File: src/rtl/pipe_ctrl_pkg.sv
// Shared types for the pipeline stall/flush sequencer: FSM states and the bundle
// of per-stage hold/bubble controls.
package pipe_ctrl_pkg;

   typedef enum logic [1:0] {
      RUN      = 2'd0,
      MD_WAIT  = 2'd1,
      MEM_WAIT = 2'd2
   } state_e;

   localparam logic [4:0] REG_X0 = 5'd0;

   typedef struct packed {
      logic stall_if;
      logic stall_id;
      logic stall_ex;
      logic stall_mem;
      logic flush_id;
      logic flush_ex;
      logic flush_mem;
      logic flush_wb;
      logic md_start;
   } ctrl_t;

endpackage

File: src/rtl/wait_timer.sv
// Counts cycles spent in a wait state and raises a sticky error once the
// count reaches WAIT_MAX. Only rst clears the error.
module wait_timer #(
   parameter int WAIT_MAX = 255
) (
   input  logic clk,
   input  logic rst,
   input  logic clear,
   input  logic count,
   output logic err
);

   localparam int CW = $clog2(WAIT_MAX + 1);
   localparam logic [CW-1:0] CNT_MAX = CW'(WAIT_MAX);

   logic [CW-1:0] cnt_q, cnt_d;
   logic          err_q, err_d;

   // A new wait episode restarts the count even if the previous one was still counting.
   always_comb begin
      cnt_d = cnt_q;
      if (clear) begin
         cnt_d = '0;
      end else if (count && (cnt_q != CNT_MAX)) begin
         cnt_d = cnt_q + 1'b1;
      end
      err_d = err_q | (cnt_d == CNT_MAX);
   end

   always_ff @(posedge clk) begin
      if (rst) begin
         cnt_q <= '0;
         err_q <= 1'b0;
      end else begin
         cnt_q <= cnt_d;
         err_q <= err_d;
      end
   end

   assign err = err_q;

endmodule

File: src/rtl/pipeline_ctrl.sv
// Central stall/flush sequencer for the 5-stage pipeline: resolves load-use,
// redirect, multi-cycle MUL/DIV and data-memory wait hazards.
module pipeline_ctrl
   import pipe_ctrl_pkg::*;
#(
   parameter int WAIT_MAX = 255
) (
   input  logic       clk,
   input  logic       rst,
   input  logic       MemRead_ex,
   input  logic [4:0] rdAddr_ex,
   input  logic [4:0] rs1Addr_id,
   input  logic [4:0] rs2Addr_id,
   input  logic       rs1Used_id,
   input  logic       rs2Used_id,
   input  logic       BranchTaken_ex,
   input  logic       MulDiv_ex,
   input  logic       md_done,
   input  logic       dmem_req_mem,
   input  logic       dmem_ready,
   output logic       Stall_if,
   output logic       Stall_id,
   output logic       Stall_ex,
   output logic       Stall_mem,
   output logic       Flush_id,
   output logic       Flush_ex,
   output logic       Flush_mem,
   output logic       Flush_wb,
   output logic       md_start,
   output logic       busy,
   output logic       wait_err
);

   state_e state_q, state_d;
   logic   busy_q;
   ctrl_t  ctrl;
   logic   load_use;
   logic   tail_en;
   logic   tmr_clear;
   logic   tmr_count;

   assign load_use = MemRead_ex && (rdAddr_ex != REG_X0) &&
                     ((rs1Used_id && (rs1Addr_id == rdAddr_ex)) ||
                      (rs2Used_id && (rs2Addr_id == rdAddr_ex)));

   always_comb begin
      ctrl    = '0;
      state_d = state_q;
      tail_en = 1'b0;
      unique case (state_q)
         RUN: begin
            if (dmem_req_mem && !dmem_ready) begin
               ctrl.stall_if  = 1'b1;
               ctrl.stall_id  = 1'b1;
               ctrl.stall_ex  = 1'b1;
               ctrl.stall_mem = 1'b1;
               ctrl.flush_wb  = 1'b1;
               state_d        = MEM_WAIT;
            end else begin
               tail_en = 1'b1;
            end
         end
         MEM_WAIT: begin
            if (!dmem_ready) begin
               ctrl.stall_if  = 1'b1;
               ctrl.stall_id  = 1'b1;
               ctrl.stall_ex  = 1'b1;
               ctrl.stall_mem = 1'b1;
               ctrl.flush_wb  = 1'b1;
            end else begin
               state_d = RUN;
               tail_en = 1'b1;
            end
         end
         MD_WAIT: begin
            // md_done cycle releases everything so the result lands in EX/MEM.
            if (!md_done) begin
               ctrl.stall_if  = 1'b1;
               ctrl.stall_id  = 1'b1;
               ctrl.stall_ex  = 1'b1;
               ctrl.flush_mem = 1'b1;
            end else begin
               state_d = RUN;
            end
         end
         default: state_d = RUN;
      endcase

      // Lower-priority rules, shared by RUN and the MEM_WAIT exit cycle.
      if (tail_en) begin
         if (MulDiv_ex) begin
            ctrl.md_start  = 1'b1;
            ctrl.stall_if  = 1'b1;
            ctrl.stall_id  = 1'b1;
            ctrl.stall_ex  = 1'b1;
            ctrl.flush_mem = 1'b1;
            state_d        = MD_WAIT;
         end else if (BranchTaken_ex) begin
            ctrl.flush_id = 1'b1;
            ctrl.flush_ex = 1'b1;
         end else if (load_use) begin
            ctrl.stall_if = 1'b1;
            ctrl.stall_id = 1'b1;
            ctrl.flush_ex = 1'b1;
         end
      end

      if (rst) begin
         ctrl    = '0;
         state_d = RUN;
      end
   end

   always_ff @(posedge clk) begin
      if (rst) begin
         state_q <= RUN;
         busy_q  <= 1'b0;
      end else begin
         state_q <= state_d;
         busy_q  <= (state_d != RUN);
      end
   end

   assign tmr_clear = (state_d != RUN) && (state_d != state_q);
   assign tmr_count = (state_q != RUN);

   wait_timer #(
      .WAIT_MAX (WAIT_MAX)
   ) u_wait_timer (
      .clk   (clk),
      .rst   (rst),
      .clear (tmr_clear),
      .count (tmr_count),
      .err   (wait_err)
   );

   assign Stall_if  = ctrl.stall_if;
   assign Stall_id  = ctrl.stall_id;
   assign Stall_ex  = ctrl.stall_ex;
   assign Stall_mem = ctrl.stall_mem;
   assign Flush_id  = ctrl.flush_id;
   assign Flush_ex  = ctrl.flush_ex;
   assign Flush_mem = ctrl.flush_mem;
   assign Flush_wb  = ctrl.flush_wb;
   assign md_start  = ctrl.md_start;
   assign busy      = busy_q && !rst;

endmodule

File: config.mk
export PLATFORM = sky130hd
export DESIGN_NAME = pipeline_ctrl
export DESIGN_NICKNAME = d
export VERILOG_FILES = /design/src/rtl/pipe_ctrl_pkg.sv /design/src/rtl/wait_timer.sv /design/src/rtl/pipeline_ctrl.sv
export SDC_FILE = /design/constraint.sdc
export NUM_CORES = 1
export LEC_CHECK = 0
export CAP_MARGIN = 20
export CORE_MARGIN = 2
export CORE_UTILIZATION = 41
export CTS_CLUSTER_SIZE = 12
export DETAILED_ROUTE_END_ITERATION = 7
export GPL_ROUTABILITY_DRIVEN = 0
export PLACE_DENSITY_LB_ADDON = 0.2
export SYNTH_ARGS = -nofsm -noshare
export SYNTH_HDL_FRONTEND = slang
export SYNTH_SLANG_ARGS = --single-unit
File: constraint.sdc
create_clock -name clk -period 2.1 [get_ports clk]
set_clock_uncertainty 0.15 [all_clocks]
set_input_delay 0.21 -clock clk [delete_from_list [all_inputs] [get_ports clk]]
set_output_delay 0.21 -clock clk [all_outputs]
set_load 0.03 [all_outputs]
Word-level counts from Yosys, hierarchy flattened
Index checks and enable logic that the tools add are counted.

Register bits after elaboration: 12. Bits of input ports: 25. Output and inout port bits: 11. Logic and storage cells: 64.

$add $sub $neg: 1. Eq/ne operators: 7. Mux-type cells: 36. Bitwise logic cells: 1. Reduce and logical (&&, ||, !) cells: 15.

Operators with widths (number): $mux 2 (10); $mux 8 (2); $mux 1 (13); $eq 5x5->1 (2); $mux 3 (3); $mux 9 (1); $pmux 3 s3 (1); $add 8x1->8 const B (1); $eq 8x8->1 const B (1); $logic_and 1x1->1 (8); $mux 4 (2); $ne 8x8->1 const B (1); $pmux 1 s2 (3); $pmux 2 s3 (1); $reduce_bool 5->1 (1); $reduce_bool 2->1 (2); $eq 2x1->1 const B (1); $eq 2x2->1 const B (1); $logic_not 1->1 (2); $logic_not 2->1 (1); $ne 2x2->1 (1); $logic_or 1x1->1 (1); $or 1x1->1 (1).

Longest topological paths before layout
Gate-level depths: netlist (run 1).

Depth in word-level cells: 12. Depth in mapped cells: 7. Gate-level depth less buffers: 6.

Modules after synthesis
Synthesis (run 1) repeated with hierarchy kept, for this count alone.

Cell total of the unflattened synthesis: 103. Area, all modules: 854.6 um^2.

Modules (own cells, without submodules): wait_timer (times used 1, cells an instance 54, area an instance 479.2 um^2, sequential area each 180.2 um^2); pipeline_ctrl (times used 1, cells an instance 49, area an instance 375.4 um^2, sequential area each 60.1 um^2).

Least setup slack after synthesis (run 1)
Ideal clock, no wire load.

Kind: register -> output. From: reg state_q[0]. To: out Stall_if. Arrival time: 2129 ps. Data required time: 1740 ps. Setup slack: -389 ps. Stages on the path, launching flop included: 7. Path buffers: 2. Path through: dfxtp_1 -> buf_2 -> nor2_1 -> a211oi_1 -> inv_1 -> o31ai_1 -> buf_4.

Word-level cells in the longest chain between the ends: 7. Elaborated cells on any way between the ends: 10. Those cells by class: 2 x eq/ne; 7 x mux; 1 x reduce/logical.

Ends and longest elaborated chain: start, declared (RTL line pipeline_ctrl.sv:34) `state_e state_q, state_d;`; start signal, assigned (RTL line pipeline_ctrl.sv:119) `state_q <= state_d;`; $eq 2x1->1, or another cell as far along (RTL line pipeline_ctrl.sv:50) `unique case (state_q)`; $pmux 3 s3 (RTL line pipeline_ctrl.sv:50); $mux 2 (RTL line pipeline_ctrl.sv:101) `end else if (load_use) begin`; $mux 2 (RTL line pipeline_ctrl.sv:98) `end else if (BranchTaken_ex) begin`; $mux 2 (RTL line pipeline_ctrl.sv:91) `if (MulDiv_ex) begin`; $mux 3 (*) (RTL line pipeline_ctrl.sv:90) `if (tail_en) begin`; $mux 9 (*) (RTL line pipeline_ctrl.sv:108) `if (rst) begin`; end, declared (RTL line pipeline_ctrl.sv:21) `output logic Stall_if,`.

Mark *: on every way between the ends. The rest lies on a longest branch, timed or not.

Final worst setup path (run 1)
From: in rdAddr_ex[1]. To: out Flush_ex.

Word-level cells in the longest chain between the ends: 9. Elaborated cells on any way between the ends: 13. Those cells by class: 2 x eq/ne; 5 x mux; 6 x reduce/logical.

Ends and longest elaborated chain: start, declared (RTL line pipeline_ctrl.sv:11) `input logic [4:0] rdAddr_ex,`; $eq 5x5->1 (on tied branches) (RTL line pipeline_ctrl.sv:43, pipeline_ctrl.sv:44); $logic_and 1x1->1 (on tied branches) (RTL line pipeline_ctrl.sv:43, pipeline_ctrl.sv:44); $logic_or 1x1->1 (RTL line pipeline_ctrl.sv:43) `((rs1Used_id && (rs1Addr_id == rdAddr_ex)) ||`; $logic_and 1x1->1 (*) (RTL line pipeline_ctrl.sv:42) `assign load_use = MemRead_ex && (rdAddr_ex != REG_X0) &&`; $mux 1 (*) (RTL line pipeline_ctrl.sv:101); $mux 1 (*) (RTL line pipeline_ctrl.sv:98); $mux 2 (*) (RTL line pipeline_ctrl.sv:91); $mux 3 (*) (RTL line pipeline_ctrl.sv:90); $mux 9 (*) (RTL line pipeline_ctrl.sv:108); end, declared (RTL line pipeline_ctrl.sv:26) `output logic Flush_ex,`.

Marked as above.

==> results of run 1 <==
where the power goes:
part	internal [uW]	switching (uW)	leakage (uW)
clock network	106	79.9	0.0000210
registers	233	9.41	0.0000978
logic	89.7	80.9	0.000435
total	429	170	0.000554
sequential cells by signal (all words and copies together), names as in the netlist:
register / flops
u_wait_timer.cnt_q: 8
u_wait_timer.err: 1
state_q: 2
busy_q: 1
synthesized netlist by cell type (all sizes together) (2+ instances only):
cell	count	area (sq um)
inv	4	15.0
xnor2	12	105
nor3	3	15.0
mux2i	3	30.0
buf	4	31.3
nand4	4	31.3
a211oi	4	30.0
nor2	15	56.3
o22ai	2	12.5
dfxtp	12	240
nor2b	2	12.5
a21oi	4	20.0
or4	2	15.0
o21bai	2	15.0
nand3	2	10.0
o21ai	3	15.0
o211ai	2	15.0
nand2	9	33.8
and3	2	12.5
logic make-up after synthesis:
family	after synthesis	synth area share (%)
buf+inv	9	5.99
compound gates	23	20.2
xor+xnor	13	13.6
flops	12	28.7
mux	3	3.59
fa+ha+maj	1	1.50
simple gates	44	26.3
metal layers:
metal | routed length (um) | up-vias | track usage, %
met2 | 963 | 23 | 28.8
li1 | - | 451 | -
met5 | 0 | - | 0
met3 | 101 | 3 | 4.91
met1 | 841 | 387 | 18.9
met4 | 14 | 0 | 2.86
worst max-delay path: stages:
cell	delay, ps
dlygate4sd2_1	270
or4_1	520
o211ai_1	350
a211oi_2	120
buf_4	180
stage by stage:
stage | utilization [%] | setup slack [ps] | std cells | hold WS (ps) | power (uW)
6_report | 65.6 | 78.4 | 170 | 326 | 599
5_1_grt | 65.6 | 6.97 | 170 | 344 | 627
4_1_cts | 64.2 | 14.9 | 170 | 331 | 608
3_5_place_dp | 62.8 | -88.8 | 167 | 307 | 423
3_3_place_gp | 62.8 | -56.7 | 167 | 303 | 419
2_1_floorplan | - | 16.9 | 105 | 249 | 340
path summary, 6_finish.rpt:
path / start / endpoint / slack, ps / depth (start not counted)
worst max-delay path: rdAddr_ex[1] / Flush_ex / 80 / 5
worst min-delay path: u_wait_timer.err$_SDFF_PP0_ / u_wait_timer.err$_SDFF_PP0_ / 330 / 2
worst max register to register: u_wait_timer.cnt_q[0]$_SDFF_PP0_ / u_wait_timer.err$_SDFF_PP0_ / 360 / 6
worst min register to register: u_wait_timer.err$_SDFF_PP0_ / u_wait_timer.err$_SDFF_PP0_ / 330 / 2
area by class of cell:
cell class,instances,area (sq um)
Clock buffer,4,36.3
Tap cell,27,33.8
Sequential cell,12,241
Timing Repair Buffer,39,378
Inverter,4,15.0
Fill cell,176,668
Multi-Input combinational cell,84,569
timing repair:
| action | CTS | global route |
|---|---|---|
| pin swaps | 3 | 13 |
| endpoints found under the hold margin | 0 | 0 |
| gates resized for setup | 8 | 10 |
| setup buffers | 0 | 0 |
| setup endpoints to repair | 3 | 3 |
==> flow_summary.json, run 1 <==
{
  "dieArea_sq_mm": 0.00242,
  "insertion_delay_ps": 280,
  "cp-start-kind": "input port",
  "numPortBuffers": 35,
  "hp-class": "reg2reg",
  "h-tree-depth": 1,
  "yosysSeqAreaShare_pct": 28.7,
  "final_cell_mix": "nor2_1, xnor2_1, clkdlybuf4s50_1",
  "dr_total_vias": 864,
  "ys_seq_elements": 12,
  "max_cap_viol_count": 0,
  "drtIter0Drc": 2,
  "worstPathArrival_ps": 1660,
  "synth_ff_type": "dfxtp_1",
  "ys_async_sr_fraction_pct": 0,
  "die_w_um": 49.2,
  "fin_tns_setup_ps": 0,
  "syn2layout_area_growth_pct": 52.4,
  "netlist_area_sq_um": 836,
  "cts_tree": "built",
  "synth.avg_cell_area_sq_um": 7.96,
  "drcViolationCount": 0,
  "start_util_pct": 43.0,
  "yosysWarnings": 0,
  "antenna_found_initial": 0,
  "period_share_pct": 96.3,
  "grt_overflow_total": 0,
  "syn_nets": 131,
  "grt_start_max_net_pins": 15,
  "yosysUniqueCellTypes": 37,
  "rsz0062_at_grt": "false",
  "core_sq_mm": 0.00194,
  "dpl_cell_area_sq_mm": 0.00122,
  "leakagePower_uw": 0.000554,
  "routedWlPerCell_um": 11.3,
  "period_minus_slack_ps": 2020,
  "track_usage_pct": 16.1,
  "ctsHoldBuffers": 0,
  "final_area_sq_mm": 0.00127,
  "clk_pin_slew_ps": 70,
  "cts-root-buf": "clkbuf_4",
  "maxSlewHeadroom_pct": 71.4,
  "cp_max_fo": 3,
  "diodes": 0,
  "fmax_mhz": 495,
  "layout_commonest_cell": "nor2_1",
  "final_nets": 170,
  "vdd_ir_drop_max_uv": 302,
  "endpoint_kind": "primary output",
  "row_count": 16,
  "syn_inst": 105,
  "grt_pass1_vias": 768,
  "cp.required_ps": 1740,
  "cts-buffers-inserted": 3,
  "maxSlewViolCount": 0,
  "drive_above_1_share_pct": 16.8,
  "timing.final.hold_violations": 0,
  "powerDensity_mw_per_mm2": 470,
  "die_y_um": 49.2,
  "totalWireLength_um": 1920,
  "grt_pass1_wl_um": 3080,
  "cts_buffer_depth": 2,
  "vias_per_cell": 5.08,
  "dp_hpwl_um": 1630,
  "worstMarginPinSlew_ps": 422,
  "cts_sinks": 12,
  "status": "finished clean",
  "pin_count": 36,
  "drt_first_pass_iters": 4,
  "setup_violations": 0,
  "criticalPathCategory": "in2out",
  "ant_nets": 0,
  "synth_edf_count": 0
}
Power figures use the tool's default switching activity.
==> run 2, diff against run 1 <==
- ABC_AREA: not set -> 1
- CORE_UTILIZATION: 41 -> 30
- CTS_CLUSTER_SIZE: 12 -> not set
==> flow_summary.json, run 2 <==
{
  "status": "finished clean",
  "fmax_mhz": 514,
  "ant_nets": 0,
  "clkPwrFrac_pct": 29.2,
  "start_util_pct": 31.7,
  "drtIter0Drc": 50,
  "ctsHoldBuffers": 0,
  "crit_buf_inv": 6,
  "yosysMostFrequentCell": "nand2_1",
  "path_delay_family": "buffers and inverters",
  "syn2layout_area_growth_pct": 43.3,
  "numPortBuffers": 35,
  "synth_top_area_share_pct": 24.6,
  "period_minus_slack_ps": 1940,
  "grt_pass1_vias": 945,
  "routedWlPerCell_um": 9.88,
  "synth_top_cells_by_count": "nand2_1, nor2_1, inv_1",
  "clk_pin_slew_ps": 80,
  "grt_overflow_total": 0,
  "core_sq_mm": 0.00308,
  "yosysTopAreaCell": "dfxtp_1",
  "combinationalPowerShare_pct": 31.9,
  "fin_tns_setup_ps": 0,
  "fin_ws_ps": 156,
  "max_cap_viol_count": 0,
  "final_nets": 226,
  "vias_per_cell": 4.31,
  "synth_ff_type": "dfxtp_1",
  "cts_sinks": 12,
  "multiInputGateArea_sq_um": 622,
  "ff_latch_area_sq_um": 241,
  "antenna_found_initial": 0,
  "pin_count": 36,
  "die_y_um": 61.1,
  "intPower_uw": 431,
  "drive_above_1_share_pct": 16.6,
  "dr_total_vias": 1047,
  "netlist_area_sq_um": 977,
  "total_power_uw": 621,
  "diodes": 0,
  "top_register": "u_wait_timer.cnt_q",
  "period_share_pct": 92.6,
  "worstPathArrival_ps": 1580,
  "swShare_pct": 30.6,
  "insertion_delay_ps": 270,
  "critPathMaxStageDelay_ps": 420,
  "worstMarginPinSlew_ps": 302,
  "synth_edf_count": 0,
  "maxSlewHeadroom_pct": 79.8,
  "yosysWarnings": 0,
  "powerDensity_mw_per_mm2": 443,
  "p_sw_uw": 190,
  "vdd_ir_drop_max_uv": 322,
  "reg_top3": "u_wait_timer.cnt_q (8), state_q (2)",
  "track_usage_pct": 14.2,
  "rsz0062_at_grt": "false",
  "totalWireLength_um": 2400,
  "cts_tree": "built",
  "ys_async_sr_fraction_pct": 0,
  "power_frac_seq_pct": 39.0,
  "cts_buffer_depth": 2,
  "cts-buffers-inserted": 3,
  "leakagePower_uw": 0.000647,
  "final_cell_mix": "nand2_1, nor2_1, inv_1",
  "h-tree-depth": 1,
  "yosysSeqAreaShare_pct": 24.6,
  "timing.final.hold_violations": 0,
  "dieArea_sq_mm": 0.00373,
  "cts-root-buf": "clkbuf_4",
  "cp-start-kind": "input port",
  "row_count": 20,
  "drcViolationCount": 0,
  "criticalPathCategory": "in2out",
  "yosysUniqueCellTypes": 26,
  "synth.avg_cell_area_sq_um": 6.00,
  "cp_max_fo": 3,
  "synth_area_leaders": "dfxtp_1, nand2_1, nor2_1, inv_1, xnor2_1",
  "cp.required_ps": 1740,
  "maxSlewViolCount": 0,
  "fillers": 320,
  "grt_pass1_wl_um": 4060,
  "grt_start_max_net_pins": 13,
  "ys_seq_elements": 12,
  "drt_first_pass_iters": 4,
  "endpoint_kind": "primary output",
  "layout_commonest_cell": "nand2_1",
  "slowest_stage": "clkdlybuf4s50_1",
  "setup_violations": 0,
  "die_w_um": 61.1,
  "syn_inst": 163,
  "dp_hpwl_um": 2030,
  "worstPathCellList": "clkdlybuf4s50_1 -> nor2_1 -> inv_1 -> nor2_1 -> buf_4 -> inv_1 -> nor2_1 -> inv_1 -> a21oi_1 -> buf_4",
  "syn_nets": 189,
  "hp-class": "reg2reg",
  "largest_reg_flops": 8,
  "postCtsSetupBuffers": 0,
  "place_ws_ps": 116
}
==> run 2: cell count changes in the layout (fill, tap and decap cells not counted), moves of 3 or more <==
cell,delta
nand2_1,+39
dlygate4sd2_1,-6
nand2_2,+5
xnor2_1,-6
mux2i_1,-3
nor2_1,+10
inv_1,+20
clkdlybuf4s50_1,+11
nand3_1,+8
dlymetal6s2s_1,-6
nor2_2,+3
==> run 2: timing repair <==
item | CTS | global route
setup endpoints to repair | 0 | 4
hold endpoints to repair | 0 | 0
resized for setup | 0 | 5
==> run 2: layout make-up <==
class	count	area share, %
inverter	26	7.15
tap	44	3.93
multi-input combinational	120	44.4
timing repair buffer	37	24.7
sequential	12	17.2
clock buffer	4	2.59
==> run 2: metrics by stage <==
step / area (sq um) / hold slack, ps / std cells / utilization [%]
6_report: 1400 / 318 / 243 / 45.5
5_1_grt: 1400 / 367 / 243 / 45.5
4_1_cts: 1390 / 326 / 243 / 45.0
3_5_place_dp: 1350 / 313 / 239 / 43.8
3_3_place_gp: 1350 / 300 / 239 / 43.8
2_1_floorplan: 998 / 167 / 163 / -
==> run 2: final timing paths <==
| check | startpoint | end | slack, ps | depth (start not counted) |
|---|---|---|---|---|
| hold reg to reg | u_wait_timer.err$_SDFF_PP0_ | u_wait_timer.err$_SDFF_PP0_ | 320 | 2 |
| setup / recovery | rst | Flush_ex | 160 | 10 |
| setup reg to reg | u_wait_timer.cnt_q[0]$_SDFF_PP0_ | u_wait_timer.err$_SDFF_PP0_ | 250 | 11 |
| hold / removal | u_wait_timer.err$_SDFF_PP0_ | u_wait_timer.err$_SDFF_PP0_ | 320 | 2 |
==> run 2: tightest hold or removal path, cell delays in order, from the launching register on <==
cell	delay, ps
dfxtp_1	320
inv_1	60
a21oi_2	50
==> run 2: power by group through the flow <==
stage	Combinational (uW)	Sequential (uW)	Clock, uW
after floorplan	115	245	0
after CTS	198	242	191
after global placement	194	247	0
after global routing	217	243	205
after detailed placement	197	247	0
final	198	242	181
==> run 2: routing by layer <==
layer,GRT usage (%),vias up,share of wire [%]
met5,0,-,0
met4,4.66,0,0.79
met3,2.52,2,3.5
met2,23.1,22,47
met1,19.1,450,49
li1,-,573,-
==> run 2: logic make-up (layout without fill, tap and decap cells) <==
family / after synthesis / after routing / synth area share [%]
simple gates: 99 / 99 / 43.7
buf+inv: 31 / 67 / 14.9
fa+ha+maj: 1 / 1 / 1.28
flops: 12 / 12 / 24.6
xor+xnor: 9 / 9 / 8.07
compound gates: 11 / 11 / 7.56
